<file path="src/rtl/clint_responder_pkg.sv">
// Shared definitions for the core-local interruptor: register offsets,
// RTC divider constant and the request/response bundles.
package clint_responder_pkg;

    localparam int unsigned clk_divider_rtc = 49;

    localparam logic [31:0] clint_msip_off        = 32'h0000_0000;
    localparam logic [31:0] clint_mtimecmp_lo_off = 32'h0000_4000;
    localparam logic [31:0] clint_mtimecmp_hi_off = 32'h0000_4004;
    localparam logic [31:0] clint_mtime_lo_off    = 32'h0000_BFF8;
    localparam logic [31:0] clint_mtime_hi_off    = 32'h0000_BFFC;

    typedef struct packed {
        logic        valid;
        logic        instr;
        logic [31:0] addr;
        logic [31:0] wdata;
        logic [3:0]  wstrb;
    } clint_in_type;

    typedef struct packed {
        logic [31:0] rdata;
        logic        ready;
    } clint_out_type;

    // Lanes selected by lane_mask take wdata, the rest keep old_word.
    function automatic logic [31:0] merge_lanes(input logic [31:0] old_word,
                                                input logic [31:0] wdata,
                                                input logic [31:0] lane_mask);
        return (old_word & ~lane_mask) | (wdata & lane_mask);
    endfunction

endpackage

</file>
<file path="src/rtl/clint_responder_if.sv">
// Data-memory request/response channel between the core and the CLINT.
interface clint_if;
    logic        clint_valid;
    logic        clint_instr;
    logic [31:0] clint_addr;
    logic [31:0] clint_wdata;
    logic [3:0]  clint_wstrb;
    logic [31:0] clint_rdata;
    logic        clint_ready;

    modport master (
        output clint_valid, clint_instr, clint_addr, clint_wdata, clint_wstrb,
        input  clint_rdata, clint_ready
    );

    modport slave (
        input  clint_valid, clint_instr, clint_addr, clint_wdata, clint_wstrb,
        output clint_rdata, clint_ready
    );
endinterface

</file>
<file path="src/rtl/clint_responder_rtc_tick_gen.sv">
// RTC divider: a counter wrapping at rtc_div toggles a phase bit; the
// cycle in which the phase is about to rise is reported as a one-cycle tick.
module rtc_tick_gen
    import clint_responder_pkg::*;
#(
    parameter int unsigned rtc_div = clk_divider_rtc
) (
    input  logic clock,
    input  logic reset,
    output logic tick
);
    localparam int unsigned cw = (rtc_div > 0) ? $clog2(rtc_div + 1) : 1;
    localparam logic [cw-1:0] div_last = cw'(rtc_div);

    logic [cw-1:0] count_reg;
    logic          phase_reg;
    logic          wrap;

    assign wrap = (count_reg == div_last);
    assign tick = wrap && !phase_reg;

    always_ff @(posedge clock) begin
        if (!reset) begin
            count_reg <= '0;
            phase_reg <= 1'b0;
        end else if (wrap) begin
            count_reg <= '0;
            phase_reg <= ~phase_reg;
        end else begin
            count_reg <= count_reg + 1'b1;
        end
    end
endmodule

</file>
<file path="src/rtl/clint_responder.sv">
// Single-hart CLINT: msip, mtimecmp and a free-running mtime behind a
// one-cycle request/response port, driving the software/timer interrupts.
module clint_responder
    import clint_responder_pkg::*;
#(
    parameter int unsigned rtc_div   = clk_divider_rtc,
    parameter logic [31:0] addr_mask = 32'h0000_FFFF
) (
    input  logic   clock,
    input  logic   reset,
    clint_if.slave bus,
    output logic   clint_msip,
    output logic   clint_mtip
);
    clint_in_type  req;
    clint_out_type resp_reg, resp_next;
    logic [31:0]   word_off, lane_mask, read_word;
    logic          is_write, tick;
    logic          msip_reg, msip_next, msip_out_reg, mtip_reg;
    logic [63:0]   mtimecmp_reg, mtimecmp_next;
    logic [63:0]   mtime_reg, mtime_next, mtime_inc;

    assign req.valid = bus.clint_valid;
    assign req.instr = bus.clint_instr;
    assign req.addr  = bus.clint_addr;
    assign req.wdata = bus.clint_wdata;
    assign req.wstrb = bus.clint_wstrb;

    assign bus.clint_rdata = resp_reg.rdata;
    assign bus.clint_ready = resp_reg.ready;
    assign clint_msip      = msip_out_reg;
    assign clint_mtip      = mtip_reg;

    assign word_off = req.addr & addr_mask & 32'hFFFF_FFFC;
    assign is_write = req.valid && !req.instr && (req.wstrb != 4'b0000);

    for (genvar gi = 0; gi < 4; gi++) begin : g_lane
        assign lane_mask[gi*8 +: 8] = {8{req.wstrb[gi]}};
    end

    rtc_tick_gen #(.rtc_div(rtc_div)) u_rtc (
        .clock (clock),
        .reset (reset),
        .tick  (tick)
    );

    always_comb begin
        read_word = '0;
        case (word_off)
            clint_msip_off:        read_word = {31'd0, msip_reg};
            clint_mtimecmp_lo_off: read_word = mtimecmp_reg[31:0];
            clint_mtimecmp_hi_off: read_word = mtimecmp_reg[63:32];
            clint_mtime_lo_off:    read_word = mtime_reg[31:0];
            clint_mtime_hi_off:    read_word = mtime_reg[63:32];
            default:               read_word = '0;
        endcase
    end

    // Fetches are acknowledged with zero data and never touch state.
    always_comb begin
        resp_next.ready = req.valid;
        resp_next.rdata = (req.valid && !req.instr) ? read_word : '0;
    end

    // A written mtime half overrides the tick increment for that half only;
    // the other half still follows mtime+1, so a lo->hi carry survives.
    always_comb begin
        msip_next     = msip_reg;
        mtimecmp_next = mtimecmp_reg;
        mtime_inc     = mtime_reg + 64'd1;
        mtime_next    = tick ? mtime_inc : mtime_reg;
        if (is_write) begin
            case (word_off)
                clint_msip_off:
                    msip_next = req.wstrb[0] ? req.wdata[0] : msip_reg;
                clint_mtimecmp_lo_off:
                    mtimecmp_next[31:0] = merge_lanes(mtimecmp_reg[31:0], req.wdata, lane_mask);
                clint_mtimecmp_hi_off:
                    mtimecmp_next[63:32] = merge_lanes(mtimecmp_reg[63:32], req.wdata, lane_mask);
                clint_mtime_lo_off:
                    mtime_next[31:0] = merge_lanes(mtime_reg[31:0], req.wdata, lane_mask);
                clint_mtime_hi_off:
                    mtime_next[63:32] = merge_lanes(mtime_reg[63:32], req.wdata, lane_mask);
                default: ;
            endcase
        end
    end

    always_ff @(posedge clock) begin
        if (!reset) begin
            resp_reg     <= '0;
            msip_reg     <= 1'b0;
            msip_out_reg <= 1'b0;
            mtip_reg     <= 1'b0;
            mtimecmp_reg <= '1;
            mtime_reg    <= '0;
        end else begin
            resp_reg     <= resp_next;
            msip_reg     <= msip_next;
            msip_out_reg <= msip_reg;
            mtip_reg     <= (mtime_reg >= mtimecmp_reg);
            mtimecmp_reg <= mtimecmp_next;
            mtime_reg    <= mtime_next;
        end
    end
endmodule
</file>
<file path="src/flat_wrapper.sv">
// flat-port wrapper written by rule: the top's interface ports become plain ports
module clint_responder_flat import clint_responder_pkg::*;
#(
    parameter int unsigned rtc_div   = clk_divider_rtc,
    parameter logic [31:0] addr_mask = 32'h0000_FFFF
)
  (clock, reset, clint_msip, clint_mtip, bus_clint_valid, bus_clint_instr, bus_clint_addr, bus_clint_wdata, bus_clint_wstrb, bus_clint_rdata, bus_clint_ready);
  clint_if bus_i ();
  input  logic clock;
  input  logic reset;
  output logic clint_msip;
  output logic clint_mtip;
  input wire logic [$bits(bus_i.clint_valid)-1:0] bus_clint_valid;
  input wire logic [$bits(bus_i.clint_instr)-1:0] bus_clint_instr;
  input wire logic [$bits(bus_i.clint_addr)-1:0] bus_clint_addr;
  input wire logic [$bits(bus_i.clint_wdata)-1:0] bus_clint_wdata;
  input wire logic [$bits(bus_i.clint_wstrb)-1:0] bus_clint_wstrb;
  output wire logic [$bits(bus_i.clint_rdata)-1:0] bus_clint_rdata;
  output wire logic [$bits(bus_i.clint_ready)-1:0] bus_clint_ready;
  assign bus_i.clint_valid = bus_clint_valid;
  assign bus_i.clint_instr = bus_clint_instr;
  assign bus_i.clint_addr = bus_clint_addr;
  assign bus_i.clint_wdata = bus_clint_wdata;
  assign bus_i.clint_wstrb = bus_clint_wstrb;
  assign bus_clint_rdata = bus_i.clint_rdata;
  assign bus_clint_ready = bus_i.clint_ready;
  clint_responder #(.rtc_div(rtc_div), .addr_mask(addr_mask)) u_core (.clock(clock), .reset(reset), .bus(bus_i), .clint_msip(clint_msip), .clint_mtip(clint_mtip));
endmodule
</file>
<file path="config.mk">
export PLATFORM = sky130hd
export DESIGN_NAME = clint_responder_flat
export DESIGN_NICKNAME = d
export VERILOG_FILES = /design/src/rtl/clint_responder_pkg.sv /design/src/rtl/clint_responder_if.sv /design/src/rtl/clint_responder_rtc_tick_gen.sv /design/src/rtl/clint_responder.sv /design/src/flat_wrapper.sv
export SDC_FILE = /design/constraint.sdc
export NUM_CORES = 1
export LEC_CHECK = 0
export BUFFER_PORTS_ARGS = -buffer_cell sky130_fd_sc_hd__buf_2
export CELL_PAD_IN_SITES_DETAIL_PLACEMENT = 1
export CELL_PAD_IN_SITES_GLOBAL_PLACEMENT = 2
export CORE_UTILIZATION = 35
export CTS_BUF_LIST = sky130_fd_sc_hd__clkbuf_4
export CTS_CLUSTER_DIAMETER = 80
export CTS_CLUSTER_SIZE = 20
export DETAILED_ROUTE_END_ITERATION = 12
export GPL_ROUTABILITY_DRIVEN = 0
export PLACE_DENSITY_LB_ADDON = 0.1
export RECOVER_POWER = 25
export SYNTH_ARGS = -nofsm -noshare
export SYNTH_HDL_FRONTEND = slang
export SYNTH_HIERARCHICAL = 1
export SYNTH_SLANG_ARGS = --single-unit
</file>
<file path="constraint.sdc">
create_clock -name clock -period 5.3 [get_ports clock]
set_input_delay 1.06 -clock clock [delete_from_list [all_inputs] [get_ports clock]]
set_output_delay 1.06 -clock clock [all_outputs]
set_load 0.02 [all_outputs]
</file>
==> qor.yml, run 1 <==
post_cts_resized: 0
ys.flop_type: "dfxtp_1"
num_io_pins: 107
post_cts_buffers: 0
yosys.cell_types.count: 67
violations: "max-capacitance violations, max-slew violations"
tritoncts: "done"
synth_area_mm2: 0.0102
first_iter_violations: 492
rsz0062_at_grt: "false"
tns_ns: 0
power_switching_share: 0.268
finalSetupViolCount: 0
routed_wl_um: 36400
synth-seq-cells: 171
core_mm2: 0.0287
reg2reg_depth: 9
setup_ws_ns: 1.23
grt_max_degree: 55
grt_overflow_total: 0
final_max_slew_viol_count: 53
critPathBufInv: 2
max-slew-margin-rel: -0.755
die_h_um: 173
critical-path-top-delay-family: "buffers and inverters"
synth_edf_count: 0
cp.depth: 4
p_total_w: 0.00222
p_sw_w: 0.000594
holdPathStages: 2
async_reset_ff_frac: 0
cts_buffers: 17
final_nets: 1439
max-clock-path-buffers: 2
power_frac_seq: 0.582
period_share: 0.768
worstPathCellList: "clkbuf_1 > clkbuf_2 > o21ai_0 > a211oi_1"
end_kind: "flip-flop"
root_buffer: "clkbuf_4"
p_int_w: 0.00162
placed_cells: 1665
clkLatencyLatePin_ns: 0.63
maxCapViolations: 1
slowest_stage: "clkbuf_1"
hold_slack_ns: 0.499
run_status: "finished with violations"
cts.sinks: 171
dp_hpwl_um: 26100
holdBufCountCts: 0
dp_slack_ns: 1.60
wire_per_inst_um: 21.5
syn_inst: 1247
die-area_mm2: 0.0299
min_path_type: "reg -> reg"
cp_slowest_stage_delay_ns: 1.81
portBuffers: 88
syn_nets: 1386
grt_pass1_wl_um: 56400
antenna_found_initial: 1
initial_utilization: 0.356
p_clk_frac: 0.360
p_leak_nw: 5.02
cp.arrival_ns: 4.62
synth-seq-area-share: 0.335
synth_area_per_cell_um2: 8.19
path_max_fanout: 54
clk_pin_slew_ns: 0.16
skew_ns: 0.0297
globalRouteTotalUtil: 0.245
grt_pass1_vias: 9573
max_freq_ghz: 0.246
p_per_area_mw_per_mm2: 198
areaGrowthSynthToFinish_pct: 9.60
vias_per_cell: 5.69
dr.pass1.iters: 5
cp-start-kind: "input port"
hold_viol_final: 0
p_comb_frac: 0.058
ant_nets: 0
drive_above_1_share: 0.107
path_class: "in -> reg"
num_rows: 62
vias: 9655
ir_drop_v: 0.000112
cts-htree-levels: 4
ys_warn_count: 6
worstMarginPinSlew_ns: 2.63
die_w_um: 173
stdcell_count: 1698
cp.required_ns: 5.85
drc: 0
finalCriticalPeriod_ns: 4.07
## cell usage in the layout (no fill, tap or decap), types with 13 or more instances in the layout
cell / netlist / layout
clkbuf_1: 58 / 34
xnor2_1: 13 / 13
inv_1: 80 / 80
buf_2: 2 / 53
nor4_1: 14 / 13
clkbuf_4: 0 / 20
and2_1: 43 / 42
o21ai_0: 53 / 53
dfxtp_1: 171 / 171
a31oi_1: 24 / 24
mux2_2: 20 / 20
buf_4: 0 / 21
o22ai_1: 33 / 33
o211ai_1: 31 / 31
nand3_1: 109 / 109
ha_1: 67 / 67
mux2i_1: 73 / 73
a211oi_1: 14 / 13
xor2_1: 14 / 14
nor2_1: 49 / 49
nand4_1: 42 / 42
nand2_1: 124 / 124
and3_1: 18 / 18
a21oi_1: 64 / 64
nor3_1: 27 / 26
## cells in the mapped netlist, types with 24 or more instances
library cell,n,area (um2)
a21oi_1,64,320
a31oi_1,24,150
and2_1,43,269
clkbuf_1,58,218
dfxtp_1,171,3420
ha_1,67,838
inv_1,80,300
mux2i_1,73,731
nand2_1,124,465
nand3_1,109,546
nand4_1,42,263
nor2_1,49,184
nor3_1,27,135
o211ai_1,31,233
o21ai_0,53,265
o22ai_1,33,206
## stage by stage
stage,utilization,area [um2]
after detailed placement,0.382,11000
after floorplan,-,10200
after global placement,0.382,11000
after CTS,0.392,11200
final,0.390,11200
after global routing,0.390,11200
## logic make-up after synthesis
group	after synthesis	synth area share
AOI/OAI and AO/OA	264	0.163
xor gates and xnor gates	27	0.0232
adders and majority gates	67	0.0821
buffers and inverters	156	0.0646
DFF	171	0.335
muxes	93	0.0936
and+or+nand+nor	469	0.238
## worst register-to-register path: cells and delay by family, from the launching register on
kind | cells | cell delay [ns]
adder cells (fa/ha/maj) | 1 | 0.17
flip-flops | 1 | 0.43
AO/OA/AOI/OAI | 2 | 0.46
buffers and inverters | 1 | 0.07
AND/OR/NAND/NOR | 5 | 2.30
## final cells by class
cell class	instances	area, um2
fill	3506	17500
sequential	171	3420
inverter	81	304
clock buffer	20	150
antenna	1	2.50
tap	384	480
timing repair buffer	109	556
clock inverter	12	124
multi-input combinational	920	6150
## worst paths after layout
path | startpoint | to | slack, ns
worst max-delay path | reset | flip-flop | 1.23
worst min-delay path | flip-flop | flip-flop | 0.50
worst max register to register | u_core/u_rtc/count_reg[0] | flip-flop | 1.82
worst min register to register | flip-flop | flip-flop | 0.50
## layer usage
metal  vias up  wire length [um]  track usage
met2       196             16400        0.386
met3        20              1390       0.0354
li1       4658                 -            -
met1      4781             18200        0.350
met4         0               439       0.0601
met5         -                 0            0
## power groups by stage
stage                     clock network (W)  logic (W)  registers, W
after CTS                          0.000827   0.000130       0.00129
after detailed placement                  0   0.000129       0.00132
after global placement                    0   0.000129       0.00132
after global routing               0.000885   0.000139       0.00129
final                              0.000797   0.000128       0.00129
after floorplan                           0  0.0000670       0.00132
No activity file was read; power rests on OpenSTA's default activity.
==> run 2, diff against run 1 <==
--- a/config.mk
+++ b/config.mk
@@ -8,7 +8,7 @@
 export BUFFER_PORTS_ARGS = -buffer_cell sky130_fd_sc_hd__buf_2
 export CELL_PAD_IN_SITES_DETAIL_PLACEMENT = 1
 export CELL_PAD_IN_SITES_GLOBAL_PLACEMENT = 2
-export CORE_UTILIZATION = 35
+export CORE_UTILIZATION = 33
 export CTS_BUF_LIST = sky130_fd_sc_hd__clkbuf_4
 export CTS_CLUSTER_DIAMETER = 80
 export CTS_CLUSTER_SIZE = 20
==> constraint.sdc (replaced) <==
create_clock -name clock -period 3.5 [get_ports clock]
set_input_delay 0.7 -clock clock [delete_from_list [all_inputs] [get_ports clock]]
set_output_delay 0.7 -clock clock [all_outputs]
set_load 0.02 [all_outputs]
==> qor.yml, run 2 (synthesis results as in run 1) <==
num_rows: 64  # was 62
cp.arrival_ns: 3.60  # was 4.62 ns
root_buffer: "clkbuf_4"  # unchanged
drc: 0  # unchanged
rsz0062_at_grt: "false"  # unchanged
dp_slack_ns: 0.356  # was 1.60 ns
end_kind: "flip-flop"  # unchanged
fill_cells: 3678  # was 3506
final_max_slew_viol_count: 74  # was 53
cp.required_ns: 4.07  # was 5.85 ns
reg2reg_depth: 9  # unchanged
path_class: "reg -> reg"  # was in -> reg
grt_pass1_wl_um: 58000  # was 56400 um
grt_pass1_vias: 9708  # was 9573
drive_above_1_share: 0.126  # was 0.107
reg2reg_from: "u_core/u_rtc/count_reg[0]"  # unchanged
final_common_cell: "dfxtp_1"  # unchanged
max-slew-margin-rel: -0.157  # was -0.755
portBuffers: 88  # unchanged
post_cts_buffers: 0  # unchanged
die-area_mm2: 0.0317  # was 0.0299 mm2
grt_overflow_total: 0  # unchanged
worstMarginPinSlew_ns: 1.74  # was 2.63 ns
power_switching_share: 0.278  # was 0.268
cp-start-kind: "flip-flop"  # was input port
holdBufCountCts: 0  # unchanged
multi_input_area_mm2: 0.00615  # unchanged
violations: "max-capacitance violations, max-slew violations"  # unchanged
hold_viol_final: 0  # unchanged
num_io_pins: 107  # unchanged
tritoncts: "done"  # unchanged
first_iter_violations: 477  # was 492
hold_slack_ns: 0.298  # was 0.499 ns
final_nets: 1466  # was 1439
areaGrowthSynthToFinish_pct: 12.0  # was 9.60%
dr.pass1.iters: 4  # was 5
vias: 9621  # was 9655
dp_hpwl_um: 27600  # was 26100 um
cts.sinks: 171  # unchanged
post_cts_resized: 0  # unchanged
p_total_w: 0.00341  # was 0.00222 W
p_int_w: 0.00246  # was 0.00162 W
cts-htree-levels: 4  # unchanged
stdcell_count: 1737  # was 1698
initial_utilization: 0.335  # was 0.356
skew_ns: 0.0377  # was 0.0297 ns
p_comb_frac: 0.059  # was 0.058
p_clk_frac: 0.368  # was 0.360
layout_common_cells: "dfxtp_1, nand2_1, nand3_1"  # unchanged
seqCellArea_mm2: 0.00342  # unchanged
crit_path_start: "u_core/u_rtc/count_reg[0]"  # was reset
power_frac_seq: 0.573  # was 0.582
clk_pin_slew_ns: 0.15  # was 0.16 ns
globalRouteTotalUtil: 0.244  # was 0.245
path_max_fanout: 10  # was 54
ant_nets: 0  # unchanged
grt_max_degree: 74  # was 55
clkLatencyLatePin_ns: 0.65  # was 0.63 ns
wire_per_inst_um: 21.4  # was 21.5 um
ir_drop_v: 0.000167  # was 0.000112 V
die_w_um: 178  # was 173 um
maxCapViolations: 1  # unchanged
max-clock-path-buffers: 2  # unchanged
tns_ns: 0  # unchanged
p_per_area_mw_per_mm2: 298  # was 198 mW/mm2
max_freq_ghz: 0.330
setup_ws_ns: 0.468  # was 1.23 ns
vias_per_cell: 5.54  # was 5.69
antenna_found_initial: 2  # was 1
run_status: "finished with violations"  # unchanged
routed_wl_um: 37200  # was 36400 um
regToRegSetupSlack_ns: 0.47  # was 1.82 ns
die_h_um: 178  # was 173 um
p_sw_w: 0.000950  # was 0.000594 W
placed_cells: 1704  # was 1665
p_leak_nw: 5.16  # was 5.02 nW
period_share: 0.866
finalSetupViolCount: 0  # unchanged
core_mm2: 0.0305  # was 0.0287 mm2
finalCriticalPeriod_ns: 3.03
min_path_type: "in -> reg"  # was reg -> reg
cts_buffers: 17  # unchanged
## run 2: cell types whose count changed in the layout (fill, tap and decap cells not counted), moves of 2 or more
cell	before	now
clkbuf_4	20	18
clkinv_1	4	1
buf_4	21	45
clkbuf_1	34	36
inv_6	1	6
## run 2: layer usage
| metal | vias up | wire length [um] | GRT usage |
|---|---|---|---|
| met1 | 4721 | 18800 | 0.350 |
| met3 | 28 | 1330 | 0.0328 |
| li1 | 4709 | - | - |
| met4 | 2 | 384 | 0.0566 |
| met2 | 161 | 16700 | 0.383 |
| met5 | - | 13 | 0 |
## run 2: stage by stage
stage,util,instance area (um2)
floorplan,-,10200
global placement,0.367,11200
detailed placement,0.367,11200
CTS,0.377,11500
global route,0.375,11400
finish,0.375,11400
## run 2: cell type report
class | count | area share
tap | 396 | 0.0433
antenna | 1 | 0.000219
clock buffer | 18 | 0.0118
sequential | 171 | 0.299
multi-input combinational | 920 | 0.538
timing repair buffer | 136 | 0.0667
clock inverter | 14 | 0.0139
inverter | 81 | 0.0266
## run 2: worst min path at each step
stage                                          from                   endpoint  slack, ns  depth (start not counted)
after floorplan           u_core/u_rtc/count_reg[0]  u_core/u_rtc/count_reg[0]       0.44                          1
after detailed placement  u_core/u_rtc/count_reg[0]  u_core/u_rtc/count_reg[0]       0.48                          1
after CTS                           bus_clint_valid     u_core/bus.clint_ready       0.24                          2
after global routing                bus_clint_valid     u_core/bus.clint_ready       0.26                          2
after global placement    u_core/u_rtc/count_reg[0]  u_core/u_rtc/count_reg[0]       0.47                          1
final                               bus_clint_valid     u_core/bus.clint_ready       0.30                          2
## run 2: worst max-delay path: stages (launching register included)
cell	delay, ns
dfxtp_1	0.43
ha_1	0.17
inv_1	0.08
nor3_2	0.23
nand3_2	0.15
or3_1	0.51
or4_4	0.68
nor3_1	0.24
mux2_2	0.36
a21oi_1	0.14
## run 2: power groups by stage
| stage | clock (W) | combinational [W] | sequential (W) |
|---|---|---|---|
| final | 0.00126 | 0.000200 | 0.00196 |
| after global routing | 0.00138 | 0.000218 | 0.00196 |
| after CTS | 0.00132 | 0.000204 | 0.00196 |
| after detailed placement | 0 | 0.000204 | 0.00200 |
| after global placement | 0 | 0.000202 | 0.00200 |
| after floorplan | 0 | 0.000101 | 0.00200 |
